--- src/rtl/uart_rx.sv ---
// uart_rx: 8-bit asynchronous serial receiver, start/8 data LSB-first/optional parity/stop.
// Latency: VALID appears (CLKS_PER_BIT-1)/2 + CLKS_PER_BIT*(9 or 10) + 1 cycles after the
//   first low line sample (10/11 cycles at CLKS_PER_BIT=1), plus 2 when UART_RX_SYNC_EN is defined.
// Backpressure: none; VALID is a one-cycle pulse and the outputs hold until the next frame.
//
// Ports:
//   CLK          system clock, rising edge
//   RST          asynchronous active-high reset
//   RXD          serial line, idle high
//   PARITY_MODE  00/11 none, 01 even, 10 odd (captured when a start bit is detected)
//   DATA_OUT     last received byte
//   VALID        one-cycle completion pulse
//   PARITY_ERR   parity mismatch for the frame marked by VALID
//   FRAME_ERR    stop bit sampled low for the frame marked by VALID
//   BUSY         high whenever the receiver is not idle
//
// Build option: define UART_RX_SYNC_EN to pass RXD through a 2-flop synchronizer
// (both flops reset high) before it is used as the line sample.

module uart_rx #(
  parameter int unsigned CLKS_PER_BIT = 1
) (
  input  logic       CLK,
  input  logic       RST,
  input  logic       RXD,
  input  logic [1:0] PARITY_MODE,
  output logic [7:0] DATA_OUT,
  output logic       VALID,
  output logic       PARITY_ERR,
  output logic       FRAME_ERR,
  output logic       BUSY
);

  // Reload value between consecutive bit samples.
  localparam logic [15:0] CPB_M1  = 16'(CLKS_PER_BIT - 1);
  // Extra cycles from start detection to the start-bit confirmation sample.
  localparam logic [15:0] HALF    = 16'((CLKS_PER_BIT - 1) / 2);
  localparam logic [15:0] HALF_M1 = (HALF == 16'd0) ? 16'd0 : (HALF - 16'd1);

  typedef enum logic [2:0] {
    S_IDLE      = 3'd0,
    S_START     = 3'd1,
    S_DATA      = 3'd2,
    S_PARITY    = 3'd3,
    S_STOP      = 3'd4,
    S_WAIT_HIGH = 3'd5
  } state_t;

  state_t      state_q, state_d;
  logic [15:0] cnt_q, cnt_d;
  logic [2:0]  bit_q, bit_d;
  logic [7:0]  shift_q, shift_d;
  logic [1:0]  mode_q, mode_d;
  logic        perr_q, perr_d;
  logic [7:0]  data_out_q, data_out_d;
  logic        valid_q, valid_d;
  logic        perr_out_q, perr_out_d;
  logic        ferr_out_q, ferr_out_d;

  logic line;
  logic tick;

`ifdef UART_RX_SYNC_EN
  logic sync1_q, sync2_q;

  always_ff @(posedge CLK or posedge RST) begin
    if (RST) begin
      sync1_q <= 1'b1;
      sync2_q <= 1'b1;
    end else begin
      sync1_q <= RXD;
      sync2_q <= sync1_q;
    end
  end

  assign line = sync2_q;
`else
  assign line = RXD;
`endif

  // A sample is taken in the cycle where the down-counter has reached zero.
  assign tick = (cnt_q == 16'd0);

  always_ff @(posedge CLK or posedge RST) begin
    if (RST) begin
      state_q    <= S_IDLE;
      cnt_q      <= 16'd0;
      bit_q      <= 3'd0;
      shift_q    <= 8'h00;
      mode_q     <= 2'b00;
      perr_q     <= 1'b0;
      data_out_q <= 8'h00;
      valid_q    <= 1'b0;
      perr_out_q <= 1'b0;
      ferr_out_q <= 1'b0;
    end else begin
      state_q    <= state_d;
      cnt_q      <= cnt_d;
      bit_q      <= bit_d;
      shift_q    <= shift_d;
      mode_q     <= mode_d;
      perr_q     <= perr_d;
      data_out_q <= data_out_d;
      valid_q    <= valid_d;
      perr_out_q <= perr_out_d;
      ferr_out_q <= ferr_out_d;
    end
  end

  always_comb begin
    state_d    = state_q;
    cnt_d      = cnt_q;
    bit_d      = bit_q;
    shift_d    = shift_q;
    mode_d     = mode_q;
    perr_d     = perr_q;
    data_out_d = data_out_q;
    valid_d    = 1'b0;
    perr_out_d = perr_out_q;
    ferr_out_d = ferr_out_q;

    // Bit-timing counter runs only while a sample is pending.
    if ((state_q == S_START || state_q == S_DATA || state_q == S_PARITY ||
         state_q == S_STOP) && !tick) begin
      cnt_d = cnt_q - 16'd1;
    end

    unique case (state_q)
      S_IDLE: begin
        if (!line) begin
          bit_d  = 3'd0;
          mode_d = PARITY_MODE;
          perr_d = 1'b0;
          if (HALF == 16'd0) begin
            // Start confirmation coincides with this detection sample, so
            // the first data sample is already one bit period away.
            state_d = S_DATA;
            cnt_d   = CPB_M1;
          end else begin
            state_d = S_START;
            cnt_d   = HALF_M1;
          end
        end
      end

      S_START: begin
        if (tick) begin
          if (!line) begin
            state_d = S_DATA;
            cnt_d   = CPB_M1;
          end else begin
            // Glitch on the idle line: drop it silently.
            state_d = S_IDLE;
          end
        end
      end

      S_DATA: begin
        if (tick) begin
          shift_d = {line, shift_q[7:1]};
          cnt_d   = CPB_M1;
          bit_d   = 3'(bit_q + 3'd1);
          if (bit_q == 3'd7) begin
            state_d = (mode_q == 2'b01 || mode_q == 2'b10) ? S_PARITY : S_STOP;
          end
        end
      end

      S_PARITY: begin
        if (tick) begin
          // Even: expected = XOR of data; odd (mode 10): its inverse.
          perr_d  = line != ((^shift_q) ^ mode_q[1]);
          cnt_d   = CPB_M1;
          state_d = S_STOP;
        end
      end

      S_STOP: begin
        if (tick) begin
          valid_d    = 1'b1;
          data_out_d = shift_q;
          perr_out_d = perr_q;
          ferr_out_d = !line;
          // A low stop bit may be a break; wait for the line to recover
          // so a held-low line cannot be mistaken for a new start bit.
          state_d    = line ? S_IDLE : S_WAIT_HIGH;
        end
      end

      S_WAIT_HIGH: begin
        if (line) begin
          state_d = S_IDLE;
        end
      end

      default: begin
        state_d = S_IDLE;
      end
    endcase
  end

  assign DATA_OUT   = data_out_q;
  assign VALID      = valid_q;
  assign PARITY_ERR = perr_out_q;
  assign FRAME_ERR  = ferr_out_q;
  assign BUSY       = (state_q != S_IDLE);

endmodule
--- config.mk ---
export PLATFORM = sky130hd
export DESIGN_NAME = uart_rx
export DESIGN_NICKNAME = d
export VERILOG_FILES = /design/src/rtl/uart_rx.sv
export SDC_FILE = /design/constraint.sdc
export NUM_CORES = 1
export LEC_CHECK = 0
export CAP_MARGIN = 15
export CORE_UTILIZATION = 62
export DETAILED_ROUTE_END_ITERATION = 8
export GPL_TIMING_DRIVEN = 1
export PLACE_DENSITY = 0.86
export SLEW_MARGIN = 20
export SYNTH_ARGS = -nofsm -noshare
export SYNTH_HDL_FRONTEND = slang
export SYNTH_SLANG_ARGS = --single-unit
export TNS_END_PERCENT = 50
--- constraint.sdc ---
create_clock -name CLK -period 6.08 [get_ports CLK]
set_clock_uncertainty 0.2 [all_clocks]
set_input_delay 0.608 -clock CLK [delete_from_list [all_inputs] [get_ports CLK]]
set_output_delay 0.608 -clock CLK [all_outputs]
set_load 0.02 [all_outputs]
==> results of run 1 <==
state kept, by name (all words and copies together) (netlist names):
signal and count:
cnt_q 16, DATA_OUT 8, shift_q 8, bit_q 3, state_q 3, mode_q 2
FRAME_ERR 1, PARITY_ERR 1, VALID 1, perr_q 1
per-layer routing:
layer / global-route usage / wire length [um]
met5: 0 / 0
met4: 0.08254 / 68
met3: 0.06723 / 173
met2: 0.4255 / 2087
met1: 0.2836 / 1734
through the flow:
| step | worst slack (ns) | hold WS (ns) |
|---|---|---|
| final | 2.978 | 0.3218 |
| after CTS | 3.005 | 0.3191 |
| after detailed placement | 3.038 | 0.2993 |
| after floorplan | 3.443 | 0.2674 |
| after global placement | 3.103 | 0.2874 |
| after global routing | 2.742 | 0.3474 |
how the worst max path moves through the flow:
stage                       end  slack [ns]  cells after the start
floorplan              cnt_q[0]        3.44                      9
global placement    DATA_OUT[4]        3.10                      4
detailed placement    cnt_q[10]        3.04                      7
CTS                   cnt_q[10]        3.01                      7
global route           cnt_q[0]        2.74                      7
finish                 cnt_q[8]        2.98                      7
power groups by stage:
stage / sequential [mW] / clock, mW / combinational, mW
finish: 0.468 / 0.135 / 0.594
detailed placement: 0.473 / 0 / 0.587
floorplan: 0.445 / 0 / 0.489
global placement: 0.463 / 0 / 0.553
global route: 0.482 / 0.150 / 0.654
CTS: 0.466 / 0.138 / 0.592
area by class of cell:
cell class,instances,area [um^2],area share
repair buffers,17,167.7,0.06897
clock buffers,5,37.54,0.01544
clock inverters,2,12.51,0.005147
flip-flops and latches,44,1101,0.4529
inverters,7,26.28,0.01081
well taps,46,57.56,0.02367
multi-input cells,143,1028,0.4231
Yosys cell counts, types with 2 or more instances:
cell type	instances
nand3_1	5
nor3_1	2
or2_2	2
nor2_1	28
o21a_1	2
nand2b_1	2
nor4_1	2
buf_2	3
mux2_2	20
clkbuf_1	7
xor2_1	6
nand4_1	3
xnor2_1	15
nor2b_1	2
dfrtp_1	44
nor3_4	2
a2111oi_0	2
inv_1	7
o21ai_0	7
a211oi_1	2
mux2i_1	3
a21oi_1	9
nand2_1	8
or3_1	2
ha_1	3
logic make-up (layout without fill, tap and decap cells):
family,Yosys count,count (layout),synth area share
buf+inv,18,31,0.03570
simple gates,66,66,0.1626
compound gates,30,30,0.08725
xor+xnor,21,21,0.08329
fa+ha+maj,3,3,0.01700
mux,23,23,0.1156
flops,44,44,0.4986
==> reports/metrics.cfg, run 1 <==
[placement]
port_buffers = 16
gp_congestion = 0.8243
dp_hpwl_mm = 2.912
placedCellCount = 257
post_dp_cell_area_um2 = 2381

[critical_path]
r2r-start = cnt_q[0]
worst_r2r_endpoint = cnt_q[8]
worstPathRequired_ns = 6.09
crit_fanout = 16
max_stage_delay_ns = 0.81
slowest_stage = nor3_2
r2r_slack_ns = 2.98
endpoint_kind = flop
cpLargestDelayFamily = simple AND/OR/NAND/NOR gates
cp-startpoint = cnt_q[0]
reg2reg_depth = 7
path_class = reg2reg
cp-start-kind = flop
path_buf_inv = 1
cp_data_arrival_time_ns = 3.11
cp_cell_sequence = inv_1, ha_1, or3b_2, nor3_4, a21oi_1, nor3_2, nor2_1

[clock_tree]
ctsResizeCount = 0
cts_made_buffers = 5
ctsHoldBuffers = 0
cts_tree = yes
cts.sinks = 44
clk_latency_ns = 0.36
htree_num_levels = 2
cts.reportedPaths.clkPinSlew_ns = 0.14
cts_root_buf = clkbuf_4
clockBufferDepth = 2
postCtsSetupRepairBufs = 0

[min_path]
hold_depth = 1
hold_class = reg2reg
worstHoldStart = bit_q[0]
min_to = bit_q[0]

[grt]
grt_usage = 0.2417
grt_max_degree = 45
first_global_vias = 1503
antenna_found_initial = 0
grt_first_pass_wirelength_mm = 6.541
grt_overflow = 0

[power_and_ir_drop]
switching_power_mw = 0.5268
p_leak_nw = 1.077
power_frac_seq = 0.391
total_power_mw = 1.197
p_comb_frac = 0.496
powerDensity_nw_per_um2 = 492.5
ir_drop_mv = 0.2719
p_int_mw = 0.6705
netSwitchingFraction = 0.4400
power_frac_clock = 0.113

[logic_synthesis]
synth_cell_types = 42
synth-seq-area-share = 0.4986
synth_edf_count = 0
yosys_warnings = 0
yosysTopAreaCell = dfrtp_1
syn-num-nets = 213
synth-main-ff-cell = dfrtp_1
netlist_area_um2 = 2208
ys_seq_elements = 44
syn_area_per_cell_um2 = 10.77
netlist_top_cells_area = dfrtp_1, mux2_2, xnor2_1
synth_cells = 205
synth_top_area_share = 0.4986
async_flop_share = 1.000

[finish]
instances_no_fill = 264
n_antenna_cell = 0
utilization = 0.7228
final_common_cell = dfrtp_1
drive_above_1_share = 0.1743
fin_area_um2 = 2431
layout_common_cells = dfrtp_1, nor2_1, mux2_2, clkdlybuf4s50_1, xnor2_1
area_delta_synth_final_pct = 10.08
final_nets = 226
fillers = 259

[route]
drt-total-wl_mm = 4.063
routedWlPerCell_um = 15.39
vias_per_cell = 5.943
route.detailed.drc = 0
via_count = 1569
dr.pass1.iters = 4
drt_iter0_markers = 104
ant_nets = 0

[timing]
slew_headroom = 0.3427
finalHoldViolations = 0
setup_viol_count_final = 0
min_period_over_period = 0.5102
fmax_mhz = 322.4
worst_pin_slew_ns = 0.9806
finalMaxSlewViolations = 0
layout_min_cycle_time_ns = 3.102
setup_tns_ns = 0
rsz0062_at_grt = false

[die]
start_util = 0.6566
die_y_um = 61.68
die_w_um = 61.68
pin_count = 17
dieArea_um2 = 3804
coreArea_um2 = 3363
num_rows = 21

[status]
status = finished, final reports clean

[job]
cap_violations = 0

Power figures use the tool's default switching activity.
==> run 2, diff against run 1 <==
--- a/config.mk
+++ b/config.mk
@@ -6,10 +6,10 @@
 export NUM_CORES = 1
 export LEC_CHECK = 0
 export CAP_MARGIN = 15
-export CORE_UTILIZATION = 62
+export CORE_UTILIZATION = 52
 export DETAILED_ROUTE_END_ITERATION = 8
 export GPL_TIMING_DRIVEN = 1
-export PLACE_DENSITY = 0.86
+export PLACE_DENSITY = 0.77
 export SLEW_MARGIN = 20
 export SYNTH_ARGS = -nofsm -noshare
 export SYNTH_HDL_FRONTEND = slang
==> constraint.sdc (replaced) <==
create_clock -name CLK -period 2.6 [get_ports CLK]
set_clock_uncertainty 0.2 [all_clocks]
set_input_delay 0.26 -clock CLK [delete_from_list [all_inputs] [get_ports CLK]]
set_output_delay 0.26 -clock CLK [all_outputs]
set_load 0.02 [all_outputs]
==> reports/metrics.cfg, run 2 (synthesis gave the netlist of run 1 again) <==
[timing]
slew_headroom = 0.5385
setup_ws_ns = 0.06622
setup_tns_ns = 0
layout_min_cycle_time_ns = 2.534
worst_pin_slew_ns = 0.6897
min_period_over_period = 0.9745
rsz0062_at_grt = true
finalMaxSlewViolations = 0
fmax_mhz = 394.7
finalHoldViolations = 0
setup_viol_count_final = 0

[status]
status = finished, final reports clean

[clock_tree]
ctsHoldBuffers = 0
cts_tree = yes
cts.reportedPaths.clkPinSlew_ns = 0.08
cts_made_buffers = 5
clk_latency_ns = 0.30
cts_root_buf = clkbuf_8
clockBufferDepth = 2
htree_num_levels = 2
cts.sinks = 44

[finish]
largest_register = cnt_q
final_common_cell = dfrtp_1
final_nets = 242
drive_above_1_share = 0.2383
layout_common_cells = dfrtp_1, nor2_1, mux2_2, clkdlybuf4s50_1, buf_4
largest_reg_flops = 16
area_delta_synth_final_pct = 19.77
n_antenna_cell = 0

[critical_path]
cp_cell_sequence = or4_4, or4_4, nor3_4, buf_12, mux2_2
cp_data_arrival_time_ns = 2.52
slowest_stage = or4_4
endpoint_kind = flop
cpLargestDelayFamily = simple AND/OR/NAND/NOR gates
cp-start-kind = flop
path_common_cell = or4_4
crit_fanout = 11
path_buf_inv = 1
path_class = reg2reg
worstPathRequired_ns = 2.59
max_stage_delay_ns = 0.58

[power_and_ir_drop]
powerDensity_nw_per_um2 = 1218
ir_drop_mv = 0.5454
p_leak_nw = 1.193

[grt]
grt_overflow = 0
grt_usage = 0.2051
grt_first_pass_wirelength_mm = 6.810
antenna_found_initial = 0
grt_max_degree = 45
first_global_vias = 1479

[die]
start_util = 0.5481
die_w_um = 67.17
coreArea_um2 = 4029
die_y_um = 67.17
pin_count = 17
dieArea_um2 = 4511
num_rows = 23

[job]
cap_violations = 0

[route]
ant_nets = 0
via_count = 1548
routedWlPerCell_um = 14.04
dr.pass1.iters = 4
drt-total-wl_mm = 4.002
route.detailed.drc = 0
vias_per_cell = 5.432
drt_iter0_markers = 56

[placement]
dp_hpwl_mm = 2.838
port_buffers = 16
gp_congestion = 0.8046
dp_slack_ns = 0.02099

[min_path]
hold_class = in2async

## run 2: cell count changes in the layout (fill, tap and decap cells not counted)
cell,change
buf_4,+15
clkbuf_8,+6
clkbuf_4,-5
a2111oi_0,-1
a2111oi_1,+1
buf_12,+1
bufinv_16,+1
clkinv_1,+1
clkinv_2,-1
clkinv_4,+1
clkinvlp_4,-1
inv_1,-1
or4_1,-1
or4_4,+1
## run 2: per-layer routing
layer  track usage  wire length (um)
met5             0                 0
met2        0.3238              1917
met1        0.2759              1875
met3       0.04561               148
met4       0.07447                62
## run 2: what timing repair did
item / CTS / global route
setup buffers: 0 / 0
endpoints found under the hold margin: 0 / 0
setup endpoints to repair: 1 / 2
gates resized for setup: 1 / 1
pin swaps: 0 / 0
## run 2: worst paths after layout
path                              from          end  slack [ns]  cells past startpoint
setup / recovery             cnt_q[10]  DATA_OUT[1]        0.07                      5
hold / removal                     RST    cnt_q[15]        0.20                      3
setup reg to reg             cnt_q[10]  DATA_OUT[1]        0.07                      5
hold reg to reg            DATA_OUT[4]  DATA_OUT[4]        0.31                      1
max in group asynchronous          RST     cnt_q[1]        1.62                      3
min in group CLK           DATA_OUT[4]  DATA_OUT[4]        0.31                      1
## run 2: worst reg2reg max path: cells and delay by family, from the launching register on
family	cells	cell delay, ns
flops	1	0.38
mux	1	0.34
buf+inv	1	0.16
simple gates	3	1.32
## run 2: metrics by stage
step / utilization / area, um^2 / hold slack (ns) / power (mW) / instances
6_report: 0.6565 / 2645 / 0.1988 / 3.221 / 285
3_5_place_dp: 0.6252 / 2519 / 0.2963 / 2.658 / 277
3_3_place_gp: 0.6252 / 2519 / 0.2891 / 2.618 / 277
2_1_floorplan: - / 2208 / 0.2106 / 2.182 / 205
5_1_grt: 0.6565 / 2645 / 0.2627 / 3.469 / 285
4_1_cts: 0.6562 / 2644 / 0.2172 / 3.242 / 285
## run 2: area by class of cell
class | count | area (um^2)
clock inverters | 2 | 38.79
fillers | 330 | 1384
repair buffers | 33 | 300.3
clock buffers | 6 | 82.58
inverters | 7 | 26.28
well taps | 50 | 62.56
flip-flops and latches | 44 | 1101
multi-input cells | 143 | 1033
## run 2: where the power goes
| part | switching [mW] | internal (mW) |
|---|---|---|
| Sequential | 0.189 | 0.885 |
| Combinational | 0.834 | 0.765 |
| Clock | 0.234 | 0.314 |
